==> src/rtl/tk_pkg.sv <==
//------------------------------------------------------------------------------
// Module   : tk_pkg
// Purpose  : Shared types and constants for the timekeeper/alarm core.
//            Holds the alarm FSM state encoding, the time-field limits,
//            the widths of the ring/snooze counters, and wrap-increment
//            helpers used by the time and alarm counters.
// Ports    : (package - none)
// Revision : 1.0 - initial release
//------------------------------------------------------------------------------
`default_nettype none

package tk_pkg;

  // Alarm FSM state encoding
  typedef enum logic [1:0] {
    ST_OFF     = 2'd0,
    ST_ARMED   = 2'd1,
    ST_RINGING = 2'd2,
    ST_SNOOZE  = 2'd3
  } alarm_state_t;

  // Largest legal value of each time field
  localparam logic [5:0] SEC_MAX = 6'd59;
  localparam logic [5:0] MIN_MAX = 6'd59;
  localparam logic [3:0] HR_MAX  = 4'd11;

  // Upper bounds of RING_SEC / SNOOZE_SEC; the counters are sized so that
  // any legal value of either parameter fits.
  localparam int unsigned RING_SEC_LIMIT   = 255;
  localparam int unsigned SNOOZE_SEC_LIMIT = 1023;
  localparam int unsigned RING_CNT_W       = $clog2(RING_SEC_LIMIT + 1);
  localparam int unsigned SNOOZE_CNT_W     = $clog2(SNOOZE_SEC_LIMIT + 1);

  // +1 with wrap to zero past max (minutes/seconds width)
  function automatic logic [5:0] inc_wrap6(input logic [5:0] v,
                                           input logic [5:0] max);
    return (v >= max) ? 6'd0 : v + 6'd1;
  endfunction

  // +1 with wrap to zero past max (hours width)
  function automatic logic [3:0] inc_wrap4(input logic [3:0] v,
                                           input logic [3:0] max);
    return (v >= max) ? 4'd0 : v + 4'd1;
  endfunction

endpackage

`default_nettype wire

==> src/rtl/timekeeper_alarm_fsm.sv <==
//------------------------------------------------------------------------------
// Module   : alarm_fsm
// Purpose  : Alarm control FSM (OFF / ARMED / RINGING / SNOOZE) with ring
//            auto-stop timeout and snooze countdown.
// Ports    : clk, reset     - clock, async active-high reset
//            match          - alarm time reached at a minute boundary
//            tick           - 1 Hz pulse
//            snooze         - snooze request (honoured only while ringing)
//            al_toggle      - arm/disarm request (highest priority)
//            al_on          - registered: state is not OFF
//            buzzer_en      - registered: state is RINGING
// Revision : 1.0 - initial release
//------------------------------------------------------------------------------
`default_nettype none

module alarm_fsm
  import tk_pkg::*;
#(
  parameter int unsigned RING_SEC   = 60,
  parameter int unsigned SNOOZE_SEC = 300
) (
  input  logic clk,
  input  logic reset,
  input  logic match,
  input  logic tick,
  input  logic snooze,
  input  logic al_toggle,
  output logic al_on,
  output logic buzzer_en
);

  localparam logic [RING_CNT_W-1:0]   c_ring_last  = RING_CNT_W'(RING_SEC - 1);
  localparam logic [SNOOZE_CNT_W-1:0] c_snooze_ld  = SNOOZE_CNT_W'(SNOOZE_SEC);
  localparam logic [SNOOZE_CNT_W-1:0] c_snooze_one = SNOOZE_CNT_W'(1);

  alarm_state_t              r_state,      w_state_nxt;
  logic [RING_CNT_W-1:0]     r_ring_cnt,   w_ring_cnt_nxt;
  logic [SNOOZE_CNT_W-1:0]   r_snooze_cnt, w_snooze_cnt_nxt;
  logic                      r_al_on;
  logic                      r_buzzer_en;

  always_ff @(posedge clk or posedge reset) begin
    if (reset) begin
      r_state      <= ST_OFF;
      r_ring_cnt   <= '0;
      r_snooze_cnt <= '0;
      r_al_on      <= 1'b0;
      r_buzzer_en  <= 1'b0;
    end else begin
      r_state      <= w_state_nxt;
      r_ring_cnt   <= w_ring_cnt_nxt;
      r_snooze_cnt <= w_snooze_cnt_nxt;
      // Outputs are flopped from the next state so they line up with it
      r_al_on      <= (w_state_nxt != ST_OFF);
      r_buzzer_en  <= (w_state_nxt == ST_RINGING);
    end
  end

  always_comb begin
    w_state_nxt      = r_state;
    w_ring_cnt_nxt   = r_ring_cnt;
    w_snooze_cnt_nxt = r_snooze_cnt;

    if (al_toggle) begin
      // Arm/disarm overrides every other event in the same cycle
      w_state_nxt      = (r_state == ST_OFF) ? ST_ARMED : ST_OFF;
      w_ring_cnt_nxt   = '0;
      w_snooze_cnt_nxt = '0;
    end else begin
      unique case (r_state)
        ST_OFF: ;
        ST_ARMED: begin
          if (match) begin
            w_state_nxt    = ST_RINGING;
            w_ring_cnt_nxt = '0;
          end
        end
        ST_RINGING: begin
          // Snooze wins over a timeout landing on the same cycle
          if (snooze) begin
            w_state_nxt      = ST_SNOOZE;
            w_snooze_cnt_nxt = c_snooze_ld;
          end else if (tick) begin
            if (r_ring_cnt == c_ring_last) begin
              w_state_nxt    = ST_ARMED;
              w_ring_cnt_nxt = '0;
            end else begin
              w_ring_cnt_nxt = r_ring_cnt + 1'b1;
            end
          end
        end
        ST_SNOOZE: begin
          if (tick) begin
            if (r_snooze_cnt == c_snooze_one) begin
              w_state_nxt      = ST_RINGING;
              w_ring_cnt_nxt   = '0;
              w_snooze_cnt_nxt = '0;
            end else begin
              w_snooze_cnt_nxt = r_snooze_cnt - 1'b1;
            end
          end
        end
        default: w_state_nxt = ST_OFF;
      endcase
    end
  end

  assign al_on     = r_al_on;
  assign buzzer_en = r_buzzer_en;

endmodule

`default_nettype wire

==> src/rtl/timekeeper_alarm.sv <==
//------------------------------------------------------------------------------
// Module   : timekeeper_alarm
// Purpose  : 12-hour time-of-day counter with adjust inputs, alarm time
//            register and alarm control FSM (ring timeout + snooze).
// Ports    : clk, reset           - clock, async active-high reset
//            tick_1hz             - 1 Hz pulse
//            sec_adj/min_adj/hrs_adj - clear seconds / minutes+1 / hours+1
//            al_adj               - alarm time + AL_STEP minutes
//            al_toggle            - arm/disarm alarm
//            snooze               - snooze while ringing
//            seconds/minutes/hours - current time (registered)
//            al_minutes/al_hours  - alarm time (registered)
//            al_on, buzzer_en     - alarm status (registered)
// Revision : 1.0 - initial release
//------------------------------------------------------------------------------
`default_nettype none

module timekeeper_alarm
  import tk_pkg::*;
#(
  parameter int unsigned AL_STEP    = 10,
  parameter int unsigned RING_SEC   = 60,
  parameter int unsigned SNOOZE_SEC = 300
) (
  input  logic       clk,
  input  logic       reset,
  input  logic       tick_1hz,
  input  logic       sec_adj,
  input  logic       min_adj,
  input  logic       hrs_adj,
  input  logic       al_adj,
  input  logic       al_toggle,
  input  logic       snooze,
  output logic [5:0] seconds,
  output logic [5:0] minutes,
  output logic [3:0] hours,
  output logic [5:0] al_minutes,
  output logic [3:0] al_hours,
  output logic       al_on,
  output logic       buzzer_en
);

  localparam logic [6:0] c_al_step = 7'(AL_STEP);
  localparam logic [6:0] c_sixty   = 7'd60;

  logic [5:0] r_seconds,    w_seconds_nxt;
  logic [5:0] r_minutes,    w_minutes_nxt;
  logic [3:0] r_hours,      w_hours_nxt;
  logic [5:0] r_al_minutes, w_al_minutes_nxt;
  logic [3:0] r_al_hours,   w_al_hours_nxt;
  logic       w_min_carry;
  logic       w_hr_carry;
  logic [6:0] w_al_sum;
  logic       w_al_wrap;
  logic       w_match;

  // An adjust on a field swallows the tick/carry for that field, so a
  // carry out of a field only exists when that field was not adjusted.
  assign w_min_carry = tick_1hz && (r_seconds == SEC_MAX) && !sec_adj;
  assign w_hr_carry  = w_min_carry && (r_minutes == MIN_MAX) && !min_adj;

  assign w_al_sum    = {1'b0, r_al_minutes} + c_al_step;
  assign w_al_wrap   = (w_al_sum >= c_sixty);

  always_comb begin
    w_seconds_nxt = r_seconds;
    if (sec_adj)
      w_seconds_nxt = 6'd0;
    else if (tick_1hz)
      w_seconds_nxt = inc_wrap6(r_seconds, SEC_MAX);

    w_minutes_nxt = r_minutes;
    if (min_adj || w_min_carry)
      w_minutes_nxt = inc_wrap6(r_minutes, MIN_MAX);

    w_hours_nxt = r_hours;
    if (hrs_adj || w_hr_carry)
      w_hours_nxt = inc_wrap4(r_hours, HR_MAX);

    w_al_minutes_nxt = r_al_minutes;
    w_al_hours_nxt   = r_al_hours;
    if (al_adj) begin
      w_al_minutes_nxt = w_al_wrap ? 6'(w_al_sum - c_sixty) : w_al_sum[5:0];
      if (w_al_wrap)
        w_al_hours_nxt = inc_wrap4(r_al_hours, HR_MAX);
    end
  end

  // Only a seconds rollover can match, so this fires at most once a minute;
  // compared against the post-update hours/minutes.
  assign w_match = w_min_carry &&
                   (w_minutes_nxt == r_al_minutes) &&
                   (w_hours_nxt   == r_al_hours);

  always_ff @(posedge clk or posedge reset) begin
    if (reset) begin
      r_seconds    <= '0;
      r_minutes    <= '0;
      r_hours      <= '0;
      r_al_minutes <= '0;
      r_al_hours   <= '0;
    end else begin
      r_seconds    <= w_seconds_nxt;
      r_minutes    <= w_minutes_nxt;
      r_hours      <= w_hours_nxt;
      r_al_minutes <= w_al_minutes_nxt;
      r_al_hours   <= w_al_hours_nxt;
    end
  end

  alarm_fsm #(
    .RING_SEC   (RING_SEC),
    .SNOOZE_SEC (SNOOZE_SEC)
  ) u_alarm_fsm (
    .clk       (clk),
    .reset     (reset),
    .match     (w_match),
    .tick      (tick_1hz),
    .snooze    (snooze),
    .al_toggle (al_toggle),
    .al_on     (al_on),
    .buzzer_en (buzzer_en)
  );

  assign seconds    = r_seconds;
  assign minutes    = r_minutes;
  assign hours      = r_hours;
  assign al_minutes = r_al_minutes;
  assign al_hours   = r_al_hours;

endmodule

`default_nettype wire

==> config.mk <==
export PLATFORM = sky130hd
export DESIGN_NAME = timekeeper_alarm
export DESIGN_NICKNAME = d
export VERILOG_FILES = /design/src/rtl/tk_pkg.sv /design/src/rtl/timekeeper_alarm_fsm.sv /design/src/rtl/timekeeper_alarm.sv
export SDC_FILE = /design/constraint.sdc
export NUM_CORES = 1
export LEC_CHECK = 0
export CAP_MARGIN = 5
export CORE_MARGIN = 3
export CORE_UTILIZATION = 24
export DETAILED_ROUTE_END_ITERATION = 12
export GPL_TIMING_DRIVEN = 0
export SYNTH_ARGS = -nofsm -noshare
export SYNTH_HDL_FRONTEND = slang
export SYNTH_HIERARCHICAL = 1
export SYNTH_SLANG_ARGS = --single-unit
==> constraint.sdc <==
create_clock -name clk -period 3.15 [get_ports clk]
set_input_delay 0.4725 -clock clk [delete_from_list [all_inputs] [get_ports clk]]
set_output_delay 0.4725 -clock clk [all_outputs]
set_load 0.01 [all_outputs]
# Word-level counts from Yosys, hierarchy flattened
# Cells that the tools add are included.
totals:
  n_memories: 0
  mem_bits_rw: 0
  rom_bits: 0
  wordCells: 88
  reg_bits: 48
  out_inout_bits: 28
  latchBits: 0
  in_bits: 9
op_classes:
  multipliers: 0
  add_sub_neg: 8
  shift: 0
  n_eq_ne: 16
  n_mux: 31
  div: 0
  reduce_logical: 18
  n_lt_le_gt_ge: 5
  n_bitwise: 0
op_table:
  columns: ["operator", "count"]
  rows:
  - ["8-bit two-way mux", 7]
  - ["10-bit two-way mux", 4]
  - ["6-bit two-way mux", 6]
  - ["8-bit case mux with 3 select lines", 1]
  - ["10-bit case mux with 2 select lines", 1]
  - ["2-bit two-way mux", 7]
  - ["6-bit by 1-bit adder with 6-bit output, second input constant", 2]
  - ["6-bit equality test, second input constant", 2]
  - ["6-bit >= comparator, second input constant", 2]
  - ["4-bit two-way mux", 3]
  - ["3-bit inequality test, second input constant", 4]
  - ["10-bit by 1-bit equality test with 1-bit output, second input constant", 1]
  - ["10-bit by 1-bit subtractor with 10-bit output, second input constant", 1]
  - ["4-bit by 1-bit adder with 4-bit output, second input constant", 2]
  - ["8-bit by 1-bit adder with 8-bit output, second input constant", 1]
  - ["8-bit by 6-bit equality test with 1-bit output, second input constant", 1]
  - ["4-bit >= comparator, second input constant", 2]
  - ["6-bit by 4-bit adder with 7-bit output, second input constant", 1]
  - ["7-bit by 6-bit >= comparator with 1-bit output, second input constant", 1]
  - ["2-bit equality test, second input constant", 3]
  - ["6-bit equality test", 1]
  - ["1-bit logical AND", 6]
  - ["3-bit by 2-bit inequality test with 1-bit output, second input constant", 2]
  - ["2-bit case mux with 3 select lines", 1]
  - ["13 further kinds", 16]

# Longest topological paths before layout
depth:
  depth_word: 13
  mapped_depth: 12
  ltp_nobuf: 11

# Hierarchy
# The synthesis kept the hierarchy.
modules_own_cells:
  columns: ["module", "instances", "area_per_inst_um2", "cells_per_inst", "seq_area_each_um2"]
  rows:
  - ["timekeeper_alarm", 1, 1914.3, 222, 625.6]
  - ["alarm_fsm", 1, 1471.4, 155, 550.5]

# Least setup slack after synthesis
# OpenSTA, ideal clock, no wires.
synth_timing:
  path_type: "register to register"
  start: "register r_hours[0], in the netlist hours[0]"
  end: "register u_alarm_fsm.r_ring_cnt[4]"
  path_stages_with_launch: 13
  setup_slack_ps: 386
  setup_ps: 95
  period_less_slack_ps: 2764
  required_time_ps: 3055
  t_arrival_ps: 2669
  path_buffers: 1
  path_cell_list: "dfrtp_1 ha_1 clkbuf_1 o21a_1 nand4_1 o211ai_1 a2111oi_0 nand4_1 nor4_2 or2b_2 nand3_4 nand2b_4 o32ai_2"
synth_between:
  elab_chain_len: 7
  elab_cells_between_ends: 8
  cone_classes: "add/sub (1); order compare (1); eq/ne (2); mux (2); reduce/logical (2)"
synth_lines:
  columns: ["item", "line_no", "source"]
  rows:
  - ["start: declaration", "timekeeper_alarm.sv:48", "logic [3:0] r_hours, w_hours_nxt;"]
  - ["start signal: assignment", "timekeeper_alarm.sv:105", "r_hours <= w_hours_nxt;"]
  - ["4-bit by 1-bit adder with 4-bit output or 4-bit >= comparator (tied branches)", "tk_pkg.sv:43", "return (v >= max) ? 4'd0 : v + 4'd1;"]
  - ["4-bit two-way mux", "tk_pkg.sv:43", null]
  - ["4-bit two-way mux (*)", "timekeeper_alarm.sv:77", "if (hrs_adj || w_hr_carry)"]
  - ["4-bit equality test (*)", "timekeeper_alarm.sv:93", "(w_hours_nxt == r_al_hours);"]
  - ["1-bit logical AND (*)", "timekeeper_alarm.sv:92", "(w_minutes_nxt == r_al_minutes) &&"]
  - ["via w_match", "timekeeper_alarm.sv:55", "logic w_match;"]
  - ["3-bit by 2-bit inequality test with 1-bit output (no source line) (*)", null, null]
  - ["6-bit AND reduction (no source line) (*)", null, null]
  - ["end signal: assignment", "timekeeper_alarm_fsm.sv:51", "r_ring_cnt <= w_ring_cnt_nxt;"]
  - ["end: declaration", "timekeeper_alarm_fsm.sv:37", "logic [RING_CNT_W-1:0] r_ring_cnt, w_ring_cnt_nxt;"]
# Mark *: on every way through the listed nets, which the timed path passes. The rest lies on a longest branch.
# A chain may end at the register's enable or synchronous reset.

# Worst setup path in the final report
layout_timing:
  start: "register r_seconds[0], in the netlist seconds[0]"
  end: "register u_alarm_fsm.r_ring_cnt[4]"
layout_between:
  elab_chain_len: 11
  elab_cells_between_ends: 15
  cone_classes: "eq/ne (4); mux (2); reduce/logical (9)"
layout_lines:
  columns: ["item", "line_no", "source"]
  rows:
  - ["start: declaration", "timekeeper_alarm.sv:46", "logic [5:0] r_seconds, w_seconds_nxt;"]
  - ["start signal: assignment", "timekeeper_alarm.sv:103", "r_seconds <= w_seconds_nxt;"]
  - ["6-bit equality test (*)", "timekeeper_alarm.sv:59", "assign w_min_carry = tick_1hz && (r_seconds == SEC_MAX) && !sec_adj;"]
  - ["1-bit logical AND (*) (2 in a row)", "timekeeper_alarm.sv:59", null]
  - ["1-bit logical AND (2 in a row)", "timekeeper_alarm.sv:60", "assign w_hr_carry = w_min_carry && (r_minutes == MIN_MAX) && !min_adj;"]
  - ["1-bit logical OR", "timekeeper_alarm.sv:77", null]
  - ["4-bit two-way mux", "timekeeper_alarm.sv:77", null]
  - ["4-bit equality test", "timekeeper_alarm.sv:93", null]
  - ["1-bit logical AND (*)", "timekeeper_alarm.sv:92", null]
  - ["via w_match", "timekeeper_alarm.sv:55", null]
  - ["3-bit by 2-bit inequality test with 1-bit output (no source line) (*)", null, null]
  - ["6-bit AND reduction (no source line) (*)", null, null]
# Marked as above.

==> metrics <==
status=complete, no violations; top post-synthesis cells by area=dfrtp_1 (35%), ha_1 (5.9%), o21ai_0 (5.0%), nand2_1 (3.4%), a21oi_1 (2.8%); worst setup path class=flop to flop; Tot Pwr=3.49 mW; Critical Path Slowest Stage Cell=dfrtp_1; unrepaired setup endpoints after global routing=false; fin. max-slew vios=0; fraction of registers with async set/reset=100%; net count after synthesis=402; Clk pwr share=16.2%; Synth Cell Area=3390 um^2; DR vias=2978; nets@finish=442; Core Region=13500 um^2; Static Leak=1.72 nW; EDFF count, synth=0; post-DP HPWL=6150 um; Comb pwr share=54.5%; DIE WIDTH=125 um; crit path time final=2.98 ns; Worst Setup Start Kind=flop; Avg WL per Cell=14.2 um; Max-slew headroom=31.8%; Die Height=125 um; CP bufs+invs=0; largest net degree at the start of global routing=26; Worst Max-Slew Pin Slew=1.02 ns; placed inst area=3940 um^2; H-tree levels=2; Mapped Avg Cell Area=8.98 um^2; RR Endpoint=u_alarm_fsm/r_ring_cnt[4]; multi-input logic area=2080 um^2; distinct cell type count of the synthesized netlist=79; WP data required=3.34 ns; cell family contributing the most delay on the critical path=simple AND/OR/NAND/NOR gates; Int Power=1.99 mW; Post-CTS Hold Fix Bufs=0; number of global-route vias before repair=2987; DRT Pass-1 Iters=4; Clk pin slew, worst setup/hold paths=0.07 ns; Hold Path End=u_alarm_fsm/r_snooze_cnt[7]; Seq/Total Area, Yosys=34.7%; Root Buffer=clkbuf_16; GRT overflow=0; fillers=1397; fin cells=594; first-pass GRT wire length=14700 um; R2R Path Start=seconds[0]; HP Start=u_alarm_fsm/r_snooze_cnt[7]; pre-CTS WS=-0.549 ns; IO buf count=33; CP Max Fanout=9; hold path depth=1; Layout Skew=0.00625 ns; slowest stage delay, CP=0.45 ns; synthesized netlist cell count=377; final worst slack=0.172 ns; clk_lat worst skew=0.29 ns; clock buffer count from CTS=5; Total Routing Usage GR=11.1%; Fmax=336 MHz; Psw=1.49 mW; Clock Sinks=47; min-delay worst type=flop to flop; clk buf depth=2; Die ar.=15600 um^2; Critical Path Source=seconds[0]; Sequential Area=1180 um^2; Worst setup EP type=flop; area added between synthesis and finish=23.3%; post-synthesis register bit count=47; Yosys warnings=6; Synth area leader=dfrtp_1; share of cells above drive strength 1=12.9%; Initial Util=25.1%; post-synth top area share=34.7%; P per Cell Area=835 nW/um^2; # IOs=37; worst-path cell chain=ha_4 -> and4bb_4 -> a41oi_4 -> mux2_4 -> xor2_1 -> nand3_1 -> nor4_4 -> or2b_4 -> nand3_4 -> nand2b_4 -> o32ai_2; post-route cell area=4180 um^2; prevailing post-synth register cell=dfrtp_1; maxcap violations=0; Cells after DPL=586; drt via density=5.01; Switching Fraction=42.8%; row cnt=42; crit path DAT=3.17 ns; Tcrit/Tclk final=94.5%; initial drt markers=146; DRT antenna net count=0; CTS tree=done; final setup vio count=0; Reg2Reg Setup Slack=0.17 ns; maximum vdd drop=0.433 mV; residual DRC count=0; cell depth of the worst flop-to-flop path=11; RePlAce Congestion=0.866; final wirelength=8460 um; antenna violations before repair=0; # diodes=0; Final Hold Vio Count=0; Flop pwr share=29.3%
## what timing repair did
action / 4_1_cts / 5_1_grt
pin swaps: 3 / 2
resized for setup: 9 / 13
setup buffers: 0 / 1
setup endpoints to repair: 10 / 10
## final cells by class
cell class / count / area share [%]
multi-input cells: 285 / 49.8
flip-flops and latches: 47 / 28.3
well taps: 176 / 5.27
inverters: 25 / 2.25
repair buffers: 34 / 8.00
clock buffers: 8 / 3.75
plain buffers: 19 / 2.67
## worst reg2reg max path, delay by kind of cell, from the launching register on
| kind | cells | cell delay (ns) |
|---|---|---|
| DFF | 1 | 0.45 |
| adders and majority gates | 1 | 0.21 |
| muxes | 1 | 0.34 |
| xor gates and xnor gates | 1 | 0.13 |
| AOI/OAI and AO/OA | 2 | 0.50 |
| and+or+nand+nor | 6 | 1.25 |
## kinds of logic (layout without fill, tap and decap cells)
| kind of cell | after synthesis | in the layout | synth area share, % |
|---|---|---|---|
| and+or+nand+nor | 129 | 129 | 21.6 |
| muxes | 7 | 7 | 2.22 |
| buffers and inverters | 45 | 86 | 6.17 |
| other | 1 | 1 | 0.111 |
| adders and majority gates | 16 | 16 | 5.91 |
| AOI/OAI and AO/OA | 119 | 119 | 25.9 |
| DFF | 47 | 47 | 34.7 |
| xor gates and xnor gates | 13 | 13 | 3.36 |
## power by group through the flow
stage                     Clock (mW)  Combinational [mW]  Sequential (mW)
after floorplan                    0                1.26             1.01
after global placement             0                1.80             1.01
after detailed placement           0                1.84             1.02
after CTS                      0.586                1.88             1.01
after global routing           0.619                2.14             1.06
final                          0.566                1.90             1.02
## cells in the final DEF (no fill, tap or decap), types with 4 or more instances in the layout
| cell | instances |
|---|---|
| nor4_1 | 5 |
| xor2_1 | 4 |
| o21a_1 | 4 |
| o21ai_0 | 33 |
| clkbuf_1 | 10 |
| a21o_1 | 5 |
| dfrtp_1 | 44 |
| nor2_1 | 23 |
| a21oi_1 | 19 |
| nor3_1 | 14 |
| mux2i_1 | 6 |
| nand2_1 | 31 |
| ha_1 | 14 |
| nand2b_1 | 5 |
| nand3_1 | 11 |
| nor3b_1 | 4 |
| buf_2 | 5 |
| clkbuf_16 | 5 |
| clkbuf_8 | 4 |
| xnor2_1 | 9 |
| clkdlybuf4s50_1 | 30 |
| o211ai_1 | 7 |
| o31ai_1 | 5 |
| inv_1 | 25 |
## cells in the mapped netlist (6+ instances only)
cell type / instances
dfrtp_1: 47
o21ai_0: 34
nand2_1: 31
inv_1: 25
nor2_1: 23
a21oi_1: 19
ha_1: 16
nor3_1: 14
nand3_1: 11
clkbuf_1: 10
xnor2_1: 9
o211ai_1: 7
mux2i_1: 6
## metrics by stage
stage               setup TNS (ns)  utilization [%]  hold slack, ns
finish                           0             30.9           0.502
global route                     0             30.9           0.516
CTS                              0             30.5           0.502
detailed placement           -5.01             29.1           0.490
global placement             -5.06             29.1           0.480
floorplan                        0                -           0.462
## state kept, by name, indices dropped and copies added, names as in the netlist
name,flops
u_alarm_fsm/al_on,1
al_minutes,5
hours,4
u_alarm_fsm/r_snooze_cnt,10
minutes,6
seconds,6
u_alarm_fsm/r_ring_cnt,8
u_alarm_fsm/r_state,2
al_hours,4
u_alarm_fsm/buzzer_en,1
## routing by layer
metal | up-vias | part of all wire, % | GRT usage (%)
met5 | - | 0 | 0
met4 | 0 | 1.0 | 2.90
met3 | 8 | 3.1 | 1.97
met2 | 55 | 48 | 18.2
met1 | 1442 | 48 | 15.1
li1 | 1473 | - | -
## worst max path at each step
stage | to | depth (start not counted)
CTS | u_alarm_fsm/r_ring_cnt[4] | 11
floorplan | u_alarm_fsm/r_ring_cnt[4] | 12
global placement | u_alarm_fsm/r_ring_cnt[6] | 12
global route | u_alarm_fsm/r_ring_cnt[4] | 11
finish | u_alarm_fsm/r_ring_cnt[4] | 11
detailed placement | u_alarm_fsm/r_ring_cnt[4] | 12
(Power assumes the default switching activity.)
